$ cat config.mk
export PLATFORM = sky130hd
export DESIGN_NAME = ysyx_23060124_ifu_flat
export DESIGN_NICKNAME = d
export VERILOG_FILES = /design/src/rtl/ysyx_23060124_pkg.sv /design/src/rtl/ysyx_23060124_ifu_if.sv /design/src/rtl/ysyx_23060124_ifu.sv /design/src/flat_wrapper.sv
export SDC_FILE = /design/constraint.sdc
export NUM_CORES = 1
export LEC_CHECK = 0
export ABC_AREA = 1
export CAP_MARGIN = 20
export CORE_MARGIN = 3
export CORE_UTILIZATION = 35
export DETAILED_ROUTE_END_ITERATION = 7
export GPL_ROUTABILITY_DRIVEN = 0
export HOLD_SLACK_MARGIN = 0.03
export MAX_ROUTING_LAYER = met4
export PLACE_DENSITY = 0.8
export SLEW_MARGIN = 20
export SYNTH_ARGS = -nofsm -noshare
export SYNTH_HDL_FRONTEND = slang
export SYNTH_SLANG_ARGS = --single-unit
$ cat constraint.sdc
create_clock -name clock -period 1.3 [get_ports clock]
set_clock_uncertainty 0.1 [all_clocks]
set_input_delay 0.39 -clock clock [delete_from_list [all_inputs] [get_ports clock]]
set_output_delay 0.39 -clock clock [all_outputs]
set_load 0.01 [all_outputs]
$ cat src/rtl/ysyx_23060124_pkg.sv
// Shared definitions for the ysyx_23060124 core: IFU state encoding, boot PC, AXI response codes.
package ysyx_23060124_pkg;

    localparam logic [31:0] RESET_PC_DEF = 32'h8000_0000;

    localparam logic [1:0] RESP_OKAY   = 2'b00;
    localparam logic [1:0] RESP_EXOKAY = 2'b01;
    localparam logic [1:0] RESP_SLVERR = 2'b10;
    localparam logic [1:0] RESP_DECERR = 2'b11;

    typedef enum logic [2:0] {
        IDLE = 3'd0,
        AR   = 3'd1,
        R    = 3'd2,
        OUT  = 3'd3,
        WB   = 3'd4
    } ifu_state_e;

    // Instructions are word sized; any low address bit set is a misaligned PC.
    function automatic logic pc_misaligned(input logic [1:0] lsb);
        return lsb != 2'b00;
    endfunction

endpackage

$ cat src/rtl/ysyx_23060124_ifu_if.sv
// AXI4-Lite read channel (AR + R) between the fetch unit and instruction memory.
interface ysyx_23060124_ifu_if #(
    parameter int ADDR_W = 32,
    parameter int DATA_W = 32
);
    logic [ADDR_W-1:0] araddr;
    logic              arvalid;
    logic              arready;
    logic [DATA_W-1:0] rdata;
    logic [1:0]        rresp;
    logic              rvalid;
    logic              rready;

    modport master (
        output araddr, arvalid, rready,
        input  arready, rdata, rresp, rvalid
    );

    modport slave (
        input  araddr, arvalid, rready,
        output arready, rdata, rresp, rvalid
    );
endinterface

$ cat src/rtl/ysyx_23060124_ifu.sv
// Instruction fetch unit: owns the PC, fetches one word over AXI-Lite, hands {pc, instr} to decode,
// then waits for write-back to supply the next PC before fetching again.
module ysyx_23060124_ifu
    import ysyx_23060124_pkg::*;
#(
    parameter int                 ADDR_W   = 32,
    parameter int                 DATA_W   = 32,
    parameter logic [ADDR_W-1:0]  RESET_PC = ADDR_W'(RESET_PC_DEF)
) (
    input  logic                  clock,
    input  logic                  i_rst_n,
    input  logic [ADDR_W-1:0]     i_pc_next,
    input  logic                  i_pc_update,
    ysyx_23060124_ifu_if.master   axi,
    output logic                  o_post_valid,
    input  logic                  i_post_ready,
    output logic [ADDR_W-1:0]     o_pc,
    output logic [DATA_W-1:0]     o_ins,
    output logic                  o_err
);

    ifu_state_e        state_q;
    logic [ADDR_W-1:0] pc_q;
    logic [DATA_W-1:0] ins_q;
    logic              err_q;

    logic ar_hs, r_hs, post_hs;

    // Handshakes only qualify the state transitions; valids below come purely from state_q.
    assign ar_hs   = axi.arvalid & axi.arready;
    assign r_hs    = axi.rready  & axi.rvalid;
    assign post_hs = o_post_valid & i_post_ready;

    always_ff @(posedge clock or negedge i_rst_n) begin
        if (!i_rst_n) begin
            state_q <= IDLE;
            pc_q    <= RESET_PC;
            ins_q   <= '0;
            err_q   <= 1'b0;
        end else begin
            case (state_q)
                IDLE: begin
                    state_q <= AR;
                    if (i_pc_update) err_q <= 1'b1;
                end
                AR: begin
                    if (ar_hs) state_q <= R;
                    if (i_pc_update) err_q <= 1'b1;
                end
                R: begin
                    if (r_hs) begin
                        ins_q   <= axi.rdata;
                        state_q <= OUT;
                        // A failed read still delivers its data; only the sticky flag records it.
                        if (axi.rresp != RESP_OKAY) err_q <= 1'b1;
                    end
                    if (i_pc_update) err_q <= 1'b1;
                end
                OUT: begin
                    if (post_hs) begin
                        if (i_pc_update) begin
                            pc_q    <= i_pc_next;
                            state_q <= AR;
                            if (pc_misaligned(i_pc_next[1:0])) err_q <= 1'b1;
                        end else begin
                            state_q <= WB;
                        end
                    end else if (i_pc_update) begin
                        err_q <= 1'b1;
                    end
                end
                WB: begin
                    if (i_pc_update) begin
                        pc_q    <= i_pc_next;
                        state_q <= AR;
                        if (pc_misaligned(i_pc_next[1:0])) err_q <= 1'b1;
                    end
                end
                default: state_q <= IDLE;
            endcase
        end
    end

    assign axi.arvalid  = (state_q == AR);
    assign axi.araddr   = {pc_q[ADDR_W-1:2], 2'b00};
    assign axi.rready   = (state_q == R);
    assign o_post_valid = (state_q == OUT);
    assign o_pc         = pc_q;
    assign o_ins        = ins_q;
    assign o_err        = err_q;

endmodule

$ cat src/flat_wrapper.sv
// flat-port wrapper written by rule: the top's interface ports become plain ports
module ysyx_23060124_ifu_flat import ysyx_23060124_pkg::*;
#(
    parameter int                 ADDR_W   = 32,
    parameter int                 DATA_W   = 32,
    parameter logic [ADDR_W-1:0]  RESET_PC = ADDR_W'(RESET_PC_DEF)
)
  (clock, i_rst_n, i_pc_next, i_pc_update, o_post_valid, i_post_ready, o_pc, o_ins, o_err, axi_araddr, axi_arvalid, axi_rready, axi_arready, axi_rdata, axi_rresp, axi_rvalid);
  ysyx_23060124_ifu_if #(.ADDR_W(ADDR_W), .DATA_W(DATA_W)) axi_i ();
  input  logic clock;
  input  logic i_rst_n;
  input  logic [ADDR_W-1:0] i_pc_next;
  input  logic i_pc_update;
  output logic o_post_valid;
  input  logic i_post_ready;
  output logic [ADDR_W-1:0] o_pc;
  output logic [DATA_W-1:0] o_ins;
  output logic o_err;
  output wire logic [$bits(axi_i.araddr)-1:0] axi_araddr;
  output wire logic [$bits(axi_i.arvalid)-1:0] axi_arvalid;
  output wire logic [$bits(axi_i.rready)-1:0] axi_rready;
  input wire logic [$bits(axi_i.arready)-1:0] axi_arready;
  input wire logic [$bits(axi_i.rdata)-1:0] axi_rdata;
  input wire logic [$bits(axi_i.rresp)-1:0] axi_rresp;
  input wire logic [$bits(axi_i.rvalid)-1:0] axi_rvalid;
  assign axi_araddr = axi_i.araddr;
  assign axi_arvalid = axi_i.arvalid;
  assign axi_rready = axi_i.rready;
  assign axi_i.arready = axi_arready;
  assign axi_i.rdata = axi_rdata;
  assign axi_i.rresp = axi_rresp;
  assign axi_i.rvalid = axi_rvalid;
  ysyx_23060124_ifu #(.ADDR_W(ADDR_W), .DATA_W(DATA_W), .RESET_PC(RESET_PC)) u_core (.clock(clock), .i_rst_n(i_rst_n), .i_pc_next(i_pc_next), .i_pc_update(i_pc_update), .axi(axi_i), .o_post_valid(o_post_valid), .i_post_ready(i_post_ready), .o_pc(o_pc), .o_ins(o_ins), .o_err(o_err));
endmodule
# --- Word level (Yosys, flattened, before mapping) ---
# Index checks and enable logic that the tools add are counted.
word_totals:
  ff_bits: 68
  latchBits: 0
  ram_bits: 0
  rom_bits: 0
  out_inout_bits: 100
  n_memories: 0
classes:
  addsub: 0
  n_mul: 0
  div_mod_pow: 0
  n_lt_le_gt_ge: 0
  eq_ne: 10
  n_shift: 0
  n_mux: 17
  bitwise: 3
  reduce_logical: 10
op_table:
  columns: ["operator", "count"]
  rows:
  - ["32-bit 2-to-1 mux", 2]
  - ["32-bit one-hot mux with 2 select lines", 1]
  - ["3-bit 2-to-1 mux", 5]
  - ["3-bit one-hot mux with 5 select lines", 1]
  - ["2-bit != test (second input constant)", 4]
  - ["1-bit 2-to-1 mux", 7]
  - ["3-bit by 2-bit == test with 1-bit output (second input constant)", 2]
  - ["3-bit != test (second input constant)", 2]
  - ["2-bit nonzero test", 3]
  - ["1-bit one-hot mux with 4 select lines", 1]
  - ["2-bit AND reduction", 2]
  - ["4-bit AND reduction", 1]
  - ["4-bit nonzero test", 1]
  - ["1-bit AND", 3]
  - ["3-bit by 1-bit == test with 1-bit output (second input constant)", 1]
  - ["3-bit == test (second input constant)", 1]
  - ["3-bit logical NOT", 1]
  - ["3-bit AND reduction", 1]
  - ["2-bit OR reduction", 1]

# --- Logic depth before layout (Yosys ltp) ---
# Gate-level depths: netlist (run 1).
depth:
  ltp_word: 5
  depth_mapped: 8
  mapped_depth_nobuf: 8

# --- Worst setup path after synthesis (run 1) ---
# Ideal clock, no wire load.
synth_timing:
  path_kind: "register -> register"
  startpoint: "reg u_core.state_q[1]"
  endpoint: "reg u_core.state_q[0]"
  arrival_ns: 1.200
  t_required_ns: 1.077
  setup_slack_ns: -0.123
  path_stages_with_launch: 7
  cell_sequence: "dfrtp_1 > nor3_1 > nand2_1 > o21ai_0 > nor2_1 > nand2_1 > nand2_1"
synth_between:
  elab_chain_cells: 4
synth_rtl:
  columns: ["item", "line", "source"]
  rows:
  - ["from (decl)", "ysyx_23060124_ifu.sv:22", "ifu_state_e state_q;"]
  - ["from (signal assigned)", "ysyx_23060124_ifu.sv:36", "state_q <= IDLE;"]
  - ["from (signal assigned)", "ysyx_23060124_ifu.sv:43", "state_q <= AR;"]
  - ["from (signal assigned)", "ysyx_23060124_ifu.sv:47", "if (ar_hs) state_q <= R;"]
  - ["3-bit by 1-bit == test with 1-bit output (*)", "ysyx_23060124_ifu.sv:84", "assign axi.arvalid = (state_q == AR);"]
  - ["via axi_arvalid", "flat_wrapper.sv:20", "output wire logic [$bits(axi_i.arvalid)-1:0] axi_arvalid;"]
  - ["1-bit AND", "ysyx_23060124_ifu.sv:30", "assign ar_hs = axi.arvalid & axi.arready;"]
  - ["2-bit != test (no line)", null, null]
  - ["4-bit AND reduction (no line)", null, null]
# The timed path passes the listed nets; every way through them passes the cells marked *.
# A chain may end at the register's enable or synchronous reset.

# --- Worst setup path in the final report (run 1) ---
layout_timing:
  startpoint: "reg u_core.state_q[1]"
  endpoint: "out axi_arvalid"
layout_between:
  elab_chain_cells: 1
layout_rtl:
  columns: ["item", "line"]
  rows:
  - ["3-bit by 1-bit == test with 1-bit output", "ysyx_23060124_ifu.sv:84"]
  - ["to (decl)", "flat_wrapper.sv:20"]
# No other way between the ends.

==> report_table.html, run 1 <==
<table>
<tr><th>Metric</th><th>Value</th></tr>
<tr><th colspan="2">Cells and area</th></tr>
<tr><td>Number of nets in the layout</td><td>657</td></tr>
<tr><td>Final std cells w/o fill</td><td>695</td></tr>
<tr><td>Area Overhead vs Synth</td><td>98.1%</td></tr>
<tr><td>Antenna diodes</td><td>0</td></tr>
<tr><td>Fraction of the core area covered by cells at the end of the flow</td><td>72.8%</td></tr>
<tr><td>Fraction of final layout cells sized beyond drive strength 1</td><td>49.7%</td></tr>
<tr><td>FILL cells</td><td>549</td></tr>
<tr><th colspan="2">Route</th></tr>
<tr><td>Drt total wl</td><td>12.0 mm</td></tr>
<tr><td>Iteration-0 DRC count of the detailed router</td><td>76</td></tr>
<tr><td>Detailed-route wire length per cell</td><td>17.3 um</td></tr>
<tr><td>Number of remaining DRC errors</td><td>0</td></tr>
<tr><td>First drt pass iteration count</td><td>4</td></tr>
<tr><td>Vias</td><td>3268</td></tr>
<tr><td>Mean number of vias per cell</td><td>4.70</td></tr>
<tr><td>Post-DRT Antenna Nets</td><td>0</td></tr>
<tr><th colspan="2">STA</th></tr>
<tr><td>Achievable clock frequency</td><td>581 MHz</td></tr>
<tr><td>Final number of hold-violating endpoints</td><td>0</td></tr>
<tr><td>Final critical path time including I/O delays and setup</td><td>1.72 ns</td></tr>
<tr><td>Final clock period utilization by the worst path</td><td>132%</td></tr>
<tr><td>Post-route worst setup slack</td><td>-0.421 ns</td></tr>
<tr><td>Count of final max-slew check failures</td><td>0</td></tr>
<tr><td>RSZ-0062 raised after global routing</td><td>true</td></tr>
<tr><td>Setup tns final</td><td>-27.95 ns</td></tr>
<tr><td>Setup Viol. Count Final</td><td>166</td></tr>
<tr><th colspan="2">Logic synthesis</th></tr>
<tr><td>Count leader, synth</td><td>sky130_fd_sc_hd__nand2_1</td></tr>
<tr><td>Ranking of synthesized cells by area</td><td>sky130_fd_sc_hd__dfrtp_1, sky130_fd_sc_hd__nand2_1, sky130_fd_sc_hd__buf_4, sky130_fd_sc_hd__nand3_1, sky130_fd_sc_hd__inv_1</td></tr>
<tr><td>Average cell area after synthesis</td><td>8.64 um2</td></tr>
<tr><td>Number of warnings issued by yosys</td><td>0</td></tr>
<tr><td>Count of flip-flops with a built-in enable after synthesis</td><td>0</td></tr>
<tr><td>Cell accounting for the most synthesized area</td><td>sky130_fd_sc_hd__dfrtp_1</td></tr>
<tr><td>Post-synthesis instance total</td><td>355</td></tr>
<tr><td>Top cells by count, synth</td><td>sky130_fd_sc_hd__nand2_1, sky130_fd_sc_hd__dfrtp_1, sky130_fd_sc_hd__inv_1, sky130_fd_sc_hd__nand3_1, sky130_fd_sc_hd__buf_4</td></tr>
<tr><td>Post-synth design cell area</td><td>3070 um2</td></tr>
<tr><td>Post-synth cell types</td><td>20</td></tr>
<tr><td>Share of the yosys chip area belonging to registers</td><td>55.6%</td></tr>
<tr><td>Fraction of synthesized cell area taken by the top area cell type</td><td>54.7%</td></tr>
<tr><td>Register bit total from synthesis</td><td>68</td></tr>
<tr><td>Predominant post-synthesis flop cell</td><td>sky130_fd_sc_hd__dfrtp_1</td></tr>
<tr><td>Post-synthesis async set-or-reset flop share</td><td>100%</td></tr>
<tr><th colspan="2">Power</th></tr>
<tr><td>Sequential share of power</td><td>26.4%</td></tr>
<tr><td>Share of total power in combinational logic</td><td>58.7%</td></tr>
<tr><td>Int Power</td><td>9.11 mW</td></tr>
<tr><td>Net Sw Power</td><td>5.52 mW</td></tr>
<tr><td>Power share of the clock group</td><td>14.9%</td></tr>
<tr><td>Maximum VDD drop</td><td>1.07 mV</td></tr>
<tr><td>Pwr per Cell Area</td><td>2410 nW/um2</td></tr>
<tr><td>Total leakage power</td><td>3.21 nW</td></tr>
<tr><td>Switch share</td><td>37.7%</td></tr>
<tr><td>Post-layout total power</td><td>14.6 mW</td></tr>
<tr><th colspan="2">Global route</th></tr>
<tr><td>Pin count of the biggest net entering global routing</td><td>37</td></tr>
<tr><td>Initial antenna violation count</td><td>0</td></tr>
<tr><td>Vias in the first global route</td><td>3071</td></tr>
<tr><td>Global route total overflow</td><td>0</td></tr>
<tr><td>Global-route usage over all layers</td><td>20.6%</td></tr>
<tr><td>Wire length of the first global-routing pass</td><td>15.8 mm</td></tr>
<tr><th colspan="2">Critical path</th></tr>
<tr><td>Worst reg-to-reg path cell count</td><td>9</td></tr>
<tr><td>Launch instance of the worst register-to-register path</td><td>u_core.state_q[0]</td></tr>
<tr><td>Critical path destination</td><td>axi_arvalid</td></tr>
<tr><td>Critical Path End Type</td><td>output pin</td></tr>
<tr><td>Setup slack on the worst flop-to-flop path</td><td>-0.35 ns</td></tr>
<tr><td>Cells along the critical path</td><td>buf_6 &gt; nor3_4 &gt; buf_2</td></tr>
<tr><td>CP Data Required Time</td><td>0.81 ns</td></tr>
<tr><td>Slowest stage cell on the critical path</td><td>sky130_fd_sc_hd__dfrtp_1</td></tr>
<tr><td>Category of the critical setup timing path</td><td>flop to output pin</td></tr>
<tr><td>Critical Path Max Stage Delay</td><td>0.42 ns</td></tr>
<tr><td>Worst R2R End</td><td>u_core.o_pc[15]</td></tr>
<tr><td>Data arrival, critical path</td><td>1.23 ns</td></tr>
<tr><td>Max Fanout on Critical Path</td><td>3</td></tr>
<tr><td>Critical path launch point type</td><td>flop</td></tr>
<tr><td>Start point of the critical path</td><td>u_core.state_q[1]</td></tr>
<tr><th colspan="2">CTS</th></tr>
<tr><td>CTS tree</td><td>built</td></tr>
<tr><td>Clk pin slew, worst setup/hold paths</td><td>0.08 ns</td></tr>
<tr><td>Number of buffers on the longest clock path</td><td>2</td></tr>
<tr><td>Total CTS buffers</td><td>9</td></tr>
<tr><td>CTS root buffer</td><td>sky130_fd_sc_hd__clkbuf_8</td></tr>
<tr><td>TritonCTS Sinks</td><td>68</td></tr>
<tr><td>Max H-tree Level</td><td>3</td></tr>
<tr><td>Clock Latency Late Sink</td><td>0.34 ns</td></tr>
<tr><th colspan="2">Floorplanning</th></tr>
<tr><td>Num rows</td><td>33</td></tr>
<tr><td>Ports placed on the boundary</td><td>172</td></tr>
<tr><td>Die ar.</td><td>9920 um2</td></tr>
<tr><td>Y dimension of the die</td><td>99.6 um</td></tr>
<tr><td>Overall die width</td><td>99.6 um</td></tr>
<tr><td>Placeable core region</td><td>8340 um2</td></tr>
<tr><td>Starting density of the core</td><td>36.8%</td></tr>
<tr><th colspan="2">Placed design</th></tr>
<tr><td>Worst slack after detailed placement</td><td>-0.483 ns</td></tr>
<tr><td># placed instances</td><td>604</td></tr>
<tr><td>Detailed placer's ending HPWL</td><td>6.26 mm</td></tr>
<tr><td>Count of buffers inserted at the top-level ports</td><td>169</td></tr>
<tr><th colspan="2">Job</th></tr>
<tr><td>Max Cap Viol</td><td>0</td></tr>
<tr><th colspan="2">Status</th></tr>
<tr><td>Violations in the final reports</td><td>negative setup slack</td></tr>
<tr><td>Status</td><td>finished, violations left</td></tr>
<tr><th colspan="2">Hold path</th></tr>
<tr><td>Classification of the worst-slack hold path</td><td>flop to flop</td></tr>
</table>
[state kept, by name, summed over array words and instances (netlist names)]
register	count
u_core.o_ins	32
u_core.o_pc	32
u_core.state_q	3
u_core.o_err	1
[how the worst min path moves through the flow]
| stage | slack (ns) | from | depth (start not counted) | end |
|---|---|---|---|---|
| final | 0.38 | u_core.o_ins[14] | 2 | u_core.o_ins[14] |
| after global routing | 0.40 | u_core.o_ins[14] | 2 | u_core.o_ins[14] |
| after CTS | 0.38 | u_core.o_ins[30] | 2 | u_core.o_ins[30] |
| after detailed placement | 0.28 | i_rst_n | 2 | u_core.o_pc[10] |
| after global placement | 0.27 | i_rst_n | 2 | u_core.o_pc[10] |
| after floorplan | -0.006 | i_rst_n | 0 | u_core.o_err |
[cells by family (layout without fill, tap and decap cells)]
logic type             Yosys count  after routing  synth area share [%]
buffers and inverters           88            322                  16.2
AOI/OAI and AO/OA               39             39                  6.37
DFF                             68             68                  55.6
and+or+nand+nor                159            159                  21.8
other                            1              2                 0.122
[metrics by stage]
| step | area (um2) | hold slack [ns] |
|---|---|---|
| final | 6070 | 0.376 |
| after global routing | 6070 | 0.402 |
| after CTS | 5340 | 0.377 |
| after detailed placement | 4750 | 0.282 |
| after global placement | 4750 | 0.275 |
| after floorplan | 3080 | -0.00559 |
[critical path: cells and delay by family (launching register included)]
family / cells / cell delay (ns)
AND/OR/NAND/NOR: 1 / 0.18
buffers and inverters: 2 / 0.30
flip-flops: 1 / 0.42
[final cells by class]
type                       instances  area (um2)  share of cell area, %
clock buffer                      10         138                   2.27
clock inverter                     6         111                   1.83
inverter                          40         150                   2.47
multi-input combinational        200        1290                   21.3
sequential                        68        1700                   28.1
tap                              105         131                   2.16
timing repair buffer             266        2540                   41.9
[per-layer routing]
metal  share of wire (%)  up-vias  global-route usage (%)
met5                   0        -                       -
met4                 1.7        0                    3.99
met3                 7.3       22                    5.61
met2                  52      167                    35.3
met1                  39     1554                    24.6
li1                    -     1525                       -
[cells in the final DEF (no fill, tap or decap), types with 2 or more instances in the layout]
cell type / instances
sky130_fd_sc_hd__bufinv_16: 3
sky130_fd_sc_hd__o21ai_4: 2
sky130_fd_sc_hd__clkdlybuf4s50_1: 70
sky130_fd_sc_hd__buf_4: 53
sky130_fd_sc_hd__nand2_4: 29
sky130_fd_sc_hd__o21ai_2: 27
sky130_fd_sc_hd__conb_1: 2
sky130_fd_sc_hd__nand3_1: 33
sky130_fd_sc_hd__o21ai_0: 3
sky130_fd_sc_hd__buf_16: 7
sky130_fd_sc_hd__inv_2: 3
sky130_fd_sc_hd__buf_8: 2
sky130_fd_sc_hd__clkbuf_8: 10
sky130_fd_sc_hd__nand2_1: 75
sky130_fd_sc_hd__nand3_4: 2
sky130_fd_sc_hd__buf_2: 64
sky130_fd_sc_hd__inv_1: 37
sky130_fd_sc_hd__nor2_1: 3
sky130_fd_sc_hd__buf_6: 59
sky130_fd_sc_hd__buf_12: 6
sky130_fd_sc_hd__o21ai_1: 6
sky130_fd_sc_hd__clkbuf_16: 3
sky130_fd_sc_hd__nand2_2: 9
sky130_fd_sc_hd__nor2_4: 3
sky130_fd_sc_hd__dfrtp_1: 66
[power groups by stage]
stage          Combinational, mW  Sequential (mW)  Clock (mW)
2_1_floorplan               2.36             4.10           0
3_3_place_gp                5.59             3.71           0
3_5_place_dp                5.75             3.74           0
4_1_cts                     6.69             3.65        2.19
5_1_grt                     9.12             3.95        2.32
6_report                    8.58             3.86        2.18
[timing repair]
action / CTS / global route
gates resized for setup: 489 / 112
cloned: 8 / 4
endpoints found under the hold margin: 46 / 0
setup endpoints to repair: 166 / 166
hold buffers: 1 / 0
pin swaps: 8 / 9
buffers inserted: 41 / 24
(Power assumes the default switching activity.)
==> run 2: changes to the inputs <==
- CTS_CLUSTER_DIAMETER: default -> 50
==> results of run 2 <==
Same layout as run 1: the final DEF is identical, and so are final timing and power.
